$ cat config.mk
export PLATFORM = sky130hd
export DESIGN_NAME = sw_fifo_in
export DESIGN_NICKNAME = d
export VERILOG_FILES = /design/src/rtl/sw_fifo_in.sv
export SDC_FILE = /design/constraint.sdc
export NUM_CORES = 1
export LEC_CHECK = 0
export ABC_AREA = 1
export CAP_MARGIN = 20
export CELL_PAD_IN_SITES_DETAIL_PLACEMENT = 0
export CELL_PAD_IN_SITES_GLOBAL_PLACEMENT = 1
export CORE_MARGIN = 5
export CORE_UTILIZATION = 30
export DETAILED_ROUTE_END_ITERATION = 12
export GPL_ROUTABILITY_DRIVEN = 0
export HOLD_SLACK_MARGIN = 0.03
export PLACE_DENSITY = 0.54
export SLEW_MARGIN = 10
export SYNTH_ARGS = -nofsm -noshare
export SYNTH_HDL_FRONTEND = slang
export SYNTH_SLANG_ARGS = --single-unit
$ cat constraint.sdc
create_clock -name clk -period 3.32 [get_ports clk]
set_clock_uncertainty 0.1 [all_clocks]
set_input_delay 0.332 -clock clk [delete_from_list [all_inputs] [get_ports clk]]
set_output_delay 0.332 -clock clk [all_outputs]
set_load 0.01 [all_outputs]
$ cat src/rtl/sw_fifo_in.sv
// sw_fifo_in: switch synchroniser, edge-detected push/pop/clear events and 16-entry byte FIFO.
// Define SW_FIFO_DEBOUNCE_EN to debounce the control switches for DEBOUNCE_CYCLES cycles.
module sw_fifo_in #(
    parameter int DATA_W          = 8,
    parameter int DEPTH_LOG2      = 4,
    parameter int DEBOUNCE_CYCLES = 50000
) (
    input  logic                  clk,
    input  logic                  rst,
    input  logic [15:0]           sw,
    output logic [DATA_W-1:0]     dout,
    output logic                  dout_valid,
    output logic [DEPTH_LOG2:0]   count,
    output logic                  full,
    output logic                  empty,
    output logic                  ovf,
    output logic                  udf
);
    localparam logic [DEPTH_LOG2:0] FULL_C = (DEPTH_LOG2+1)'(2**DEPTH_LOG2);

    logic [10:0]             s1_q, s2_q;
    logic [2:0]              filt, hist_q, ev;
    logic [DEPTH_LOG2-1:0]   wp_q, wp_d, rp_q, rp_d;
    logic [DEPTH_LOG2:0]     count_q, count_d;
    logic [DATA_W-1:0]       dout_q, dout_d;
    logic                    dv_q, dv_d, ovf_q, ovf_d, udf_q, udf_d;
    logic                    do_push, do_pop;
    logic [DATA_W-1:0]       mem_q [2**DEPTH_LOG2];
    logic                    unused_sw;

    assign unused_sw = ^sw[15:11];

    always_ff @(posedge clk) begin
        if (!rst) begin
            s1_q <= '0;
            s2_q <= '0;
        end else begin
            s1_q <= sw[10:0];
            s2_q <= s1_q;
        end
    end

`ifdef SW_FIFO_DEBOUNCE_EN
    localparam int CW = (DEBOUNCE_CYCLES > 1) ? $clog2(DEBOUNCE_CYCLES) : 1;
    logic [CW-1:0] cnt_q [3];
    logic [CW-1:0] cnt_d [3];
    logic [2:0]    filt_q, filt_d;

    // counter runs only while the synchronised level disagrees with the accepted one
    always_comb begin
        filt_d = filt_q;
        for (int i = 0; i < 3; i++) begin
            cnt_d[i] = '0;
            if (s2_q[8+i] != filt_q[i]) begin
                if (cnt_q[i] == CW'(DEBOUNCE_CYCLES-1))
                    filt_d[i] = s2_q[8+i];
                else
                    cnt_d[i] = cnt_q[i] + 1'b1;
            end
        end
    end

    always_ff @(posedge clk) begin
        if (!rst) begin
            filt_q <= '0;
            for (int i = 0; i < 3; i++) cnt_q[i] <= '0;
        end else begin
            filt_q <= filt_d;
            for (int i = 0; i < 3; i++) cnt_q[i] <= cnt_d[i];
        end
    end

    assign filt = filt_q;
`else
    assign filt = s2_q[10:8];
`endif

    assign ev = filt & ~hist_q;

    // a pop frees the slot a same-cycle push needs when full
    assign do_pop  = ev[1] && (count_q != '0);
    assign do_push = ev[0] && ((count_q != FULL_C) || do_pop);

    always_comb begin
        wp_d    = do_push ? wp_q + 1'b1 : wp_q;
        rp_d    = do_pop  ? rp_q + 1'b1 : rp_q;
        count_d = (do_push == do_pop) ? count_q : (do_push ? count_q + 1'b1 : count_q - 1'b1);
        dout_d  = do_pop ? mem_q[rp_q] : dout_q;
        dv_d    = do_pop;
        ovf_d   = (ev[0] && !do_push) || (ovf_q && !ev[2]);
        udf_d   = (ev[1] && !do_pop) || (udf_q && !ev[2]);
    end

    always_ff @(posedge clk) begin
        if (!rst) begin
            hist_q  <= '0;
            wp_q    <= '0;
            rp_q    <= '0;
            count_q <= '0;
            dout_q  <= '0;
            dv_q    <= 1'b0;
            ovf_q   <= 1'b0;
            udf_q   <= 1'b0;
        end else begin
            hist_q  <= filt;
            wp_q    <= wp_d;
            rp_q    <= rp_d;
            count_q <= count_d;
            dout_q  <= dout_d;
            dv_q    <= dv_d;
            ovf_q   <= ovf_d;
            udf_q   <= udf_d;
        end
    end

    always_ff @(posedge clk) begin
        if (rst && do_push) mem_q[wp_q] <= s2_q[DATA_W-1:0];
    end

    assign dout       = dout_q;
    assign dout_valid = dv_q;
    assign count      = count_q;
    assign full       = (count_q == FULL_C);
    assign empty      = (count_q == '0);
    assign ovf        = ovf_q;
    assign udf        = udf_q;
endmodule

# == Yosys cells after proc, flatten, opt, wreduce, memory -nomap -nowiden ==
# Memory sizes are Yosys's and may differ from the RTL's. A register that Yosys moved wholly into a read port is not among the register bits.
# Cells that the tools add are included.
# classes
bitwise_logic,2
mux,3
reduce_logical,16
eq_ne,3
n_addsub,4
# op_table
op,n
"4-bit by 1-bit adder with 4-bit output, second input constant",2
1-bit logical AND,7
"5-bit by 1-bit adder with 5-bit output, second input constant",1
"5-bit equality test, second input constant",1
5-bit logical NOT,1
5-bit 2-to-1 mux,1
"5-bit inequality test, second input constant",1
5-bit nonzero test,1
"5-bit by 1-bit subtractor with 5-bit output, second input constant",1
1-bit logical NOT,4
3-bit AND,1
1-bit logical OR,3
3-bit inverter,1
1-bit 2-to-1 mux,2
1-bit equality test,1
# totals
mem_bits_rw,128
wordCells,38
mem_count,1
inputBits,18
out_inout_bits,18
regBits,41
# mem_list
name,depth,width,read_ports,rd_clocked_by_memory_dff,wr,line_no,source
mem_q,16,8,1,1,1,28,logic [DATA_W-1:0] mem_q [2**DEPTH_LOG2];

# == Longest topological paths before layout ==
# depth
word_depth,8
ltp_mapped,13
mapped_depth_nobuf,13

# == Worst setup path after synthesis ==
# OpenSTA, ideal clock, no wires.
# synth_timing
path_type,register -> register
start,"reg count_q[0], in the netlist count[0]"
end,"reg count_q[4], in the netlist count[4]"
path_buffers,0
required_time_ns,3.105
arrival_time_ns,1.732
synth_period_minus_slack_ns,1.947
path_stages_with_launch,13
slack_ns,1.373
setup_time_ns,0.115
cell_sequence,dfxtp_1 > nor2_2 > nand4_1 > nand2_2 > fa_1 > nand2_1 > nand2_1 > a21oi_1 > nand2_1 > nand2_1 > nand3_1 > nand2_1 > nor2_1
# synth_between
elab_chain_len,5
elab_cells_between_ends,9
cone_classes,2 x add/sub; 2 x eq/ne; 1 x mux; 4 x reduce/logical
# synth_lines
item,line_no,source
from (decl),24,"logic [DEPTH_LOG2:0] count_q, count_d;"
from (signal assigned),108,count_q <= count_d;
"parallel branches: the longest is 5 deep, another holds 5-bit by 1-bit subtractor with 5-bit output",n/a,
# Parallel ways; which one is timed is not known.
# A chain may end at the register's enable or synchronous reset.

# == Worst setup path after layout ==
# layout_timing
start,"reg count_q[0], in the netlist count[0]"
end,mem mem_q[9][1] (enable)
# layout_between
elab_chain_len,7
elab_cells_between_ends,8
cone_classes,1 x eq/ne; 2 x mux; 5 x reduce/logical
# layout_lines
item,line_no,source
5-bit nonzero test,81,assign do_pop = ev[1] && (count_q != '0);
1-bit logical AND,81,
1-bit logical OR *,82,assign do_push = ev[0] && ((count_q != FULL_C) || do_pop);
1-bit logical AND *,82,
1-bit logical AND *,117,if (rst && do_push) mem_q[wp_q] <= s2_q[DATA_W-1:0];
1-bit 2-to-1 mux *,117,
1-bit 2-to-1 mux (implied by the code) *,117,
to (decl),28,
# Every way passes the cells marked *; elsewhere a longest branch is shown, timed or not.

==> metrics.txt <==
final-stage net count=roughly 720; uppermost routed layer=met4; critical path class=flop to flop; worst endpoint required time=3.27 ns; CTS Buffer Depth=2; Worst Tran Pin Value=around 0.8 ns; detailed-routed wire length on met2=7820 um; number of gates given a new drive strength after cts=0; Static Leak=roughly 3.1 nW; DRC marker count from the first detailed-route iteration=390; sort of element at the end of the critical path=flop; most used flip-flop cell after synthesis=edfxtp_1; Die H=163 um; ys async rst share=0%; Final Setup Violations=0; proportion of total power due to net switching=between 20% and 30%; Root Buffer Master=clkbuf_16; number of register bits inferred by synthesis=177; final number of max-transition violations=0; Worst IR Drop VDD=0.000299 V; worst hold path type=flop to flop; fraction of power consumed by the clock network=around 43%; post-route minimum period=2.35 ns; detailed-placement wirelength estimate=around 11000 um; Fin Setup TNS=0 ns; Net Count, Synth=700; layout overhead on the synthesized area=16.7%; DIE WIDTH=approximately 160 um; Vias per Instance=4.44; largest net degree at the start of global routing=67; number of sinks driven by the clock tree=approximately 180; DRC=0; most common cell after layout, fill and taps aside=nor2_1; Bufs and invs on worst path=1; H-tree lvl count=4; highest attainable clock frequency=425 MHz; overall routed net length=about 17000 um; unrepaired setup endpoints after global routing=false; number of I/O pins=36; Synth Instances=between 600 and 700; Comb pwr share=under 10%; cell-by-cell trace of the critical path=nor2_2 -> nand4_1 -> nand2_2 -> inv_2 -> nand2_1 -> nor2_1; number of buffers added on ports=30; final worst-path cycle share=a little under three quarters; number of detailed-route iterations in the first pass=4; critical path's top delay family=simple AND/OR/NAND/NOR gates; highest-delay cell along the critical path=nor2_1; area of the mapped netlist=roughly 7000 um^2; met1 WL=7870 um; warnings from Yosys=0; average detailed-routed wire length per instance=16.2 um; net switching power of the design=around 1.2 mW; top cell type's share of synthesized area=a little over half; post-CTS setup buffer count=0; sequential cell fraction of total power=49.1%; total global routing track utilization=between 10% and 20%; max-capacitance violation count=0; Via Count=4561; CP Data Arrival Time=2.30 ns; filler cell count in the final layout=roughly 2300; number of antenna violations at the first check in global routing=0; remaining max-slew budget at the tightest pin=between 40 and 50%; average cell area after synthesis=~11 um^2; routed wl met3=809 um; number of distinct standard cells referenced by the synthesized netlist=22; overflow left after global routing=0; clock tree from TritonCTS=done; number of placement rows=56; top cell type by total area after synthesis=edfxtp_1; quantity of hold-fixing buffers added after cts=0; vias in the first global route=4429; Placeable Area=23300 um^2; clock-pin slew of the registers on the worst-case setup and hold paths=around 0.07 ns; die footprint=26700 um^2; remaining antenna violation count=0; Pwr per Cell Area=roughly 600 nW/um^2; run status=completed; fraction of final layout cells with drive strength greater than 1=6.77%; global-route wire length before repair=between 20000 and 30000 um; launching element type of the critical path=flop; top post-synthesis cells by area=edfxtp_1 54%, dfxtp_1 14%, nor2_1 8.4%, nand3_1 5.0%, nand2_1 4.6%; CTS buffer count=17; fin area=between 8000 and 9000 um^2; highest-count cells in the layout ignoring fill and taps=159 x nor2_1, 128 x edfxtp_1, 86 x nand2_1, 70 x nand3_1, 48 x dfxtp_1; cell area after placement=7620 um^2; Cell Int Power=around 3.8 mW; sequential area share after synthesis=~70%; Starting Density=a little under a third; Post-synth EDFFs=about 130; antenna diode count=0; count of final hold-check violations=0; area occupied by registers=~4800 um^2; largest driver fanout on the critical path=12; footprint of the multi-input gates=1840 um^2; clock latency on the worst-skew pair=0.42 ns; delay of the slowest cell on the worst path=0.67 ns
## cells by family after synthesis
family | count (synthesis) | synth area share, %
and+or+nand+nor | 321 | 18.5
DFF | 177 | 68.3
buffers and inverters | 86 | 5.72
AOI/OAI and AO/OA | 77 | 5.45
adders and majority gates | 9 | 1.70
xor gates and xnor gates | 3 | 0.372
## layout make-up
cell class,instances,share of cell area (%)
clock buffers,17,5.16
clock inverters,14,2.46
inverters,53,2.41
multi-input cells,410,22.3
flip-flops and latches,177,58.5
well taps,319,4.84
repair buffers,38,4.37
## through the flow
| stage | power [mW] | hold WS (ns) | std cells | util (%) | setup WS, ns |
|---|---|---|---|---|---|
| 3_5_place_dp | 2.90 | 0.295 | 997 | 32.7 | 0.930 |
| 3_3_place_gp | 2.89 | 0.299 | 997 | 32.7 | 0.991 |
| 4_1_cts | 5.03 | 0.311 | 1028 | 35.4 | 0.913 |
| 2_1_floorplan | 2.74 | 0.290 | 673 | - | 1.37 |
| 5_1_grt | 5.18 | 0.325 | 1028 | 35.4 | 0.801 |
| 6_report | 4.98 | 0.311 | 1028 | 35.4 | 0.968 |
## registers in the layout (all words and copies together) (netlist names), 3 cells and up
| signal | flops |
|---|---|
| rp_q | 4 |
| s2_q | 11 |
| dout | 8 |
| count | 5 |
| mem_q | 128 |
| wp_q | 4 |
| hist_q | 3 |
| s1_q | 11 |
## synthesized netlist by cell type (2+ instances only)
cell      number
nor2_1       159
buf_4          2
o21ai_1       35
buf_6          8
a21oi_1       11
nand2_1       86
ha_1           8
inv_2          4
clkbuf_1      11
edfxtp_1     128
nand4_1        2
xor2_1         3
o21ai_0       31
dfxtp_1       49
nand3_1       70
clkinv_1       2
buf_2         11
nand2_2        3
inv_1         47
## worst paths after layout
kind	slack [ns]	to	start	cells past startpoint
worst max-delay path	0.97	mem_q[9][1]	count[0]	6
worst min-delay path	0.31	s2_q[5]	s1_q[5]	2
worst max register to register	0.97	mem_q[9][1]	count[0]	6
worst min register to register	0.31	s2_q[5]	s1_q[5]	2
## worst register-to-register path: cells and delay by family (launching register included)
family	cells	cell delay (ns)
buf+inv	1	0.17
flops	1	0.46
simple gates	5	1.25
## per-layer routing
layer	up-vias	track usage, %
met4	0	2.74
li1	2286	-
met1	2176	17.9
met2	87	20.6
met3	12	3.43
met5	-	0
## power by group through the flow
stage | clock [mW] | combinational (mW) | sequential, mW
final | 2.14 | 0.398 | 2.45
after global routing | 2.28 | 0.450 | 2.45
after CTS | 2.18 | 0.405 | 2.45
after detailed placement | 0 | 0.403 | 2.50
after global placement | 0 | 0.400 | 2.49
after floorplan | 0 | 0.258 | 2.48
Note: power is estimated with default switching activity, not from simulation.
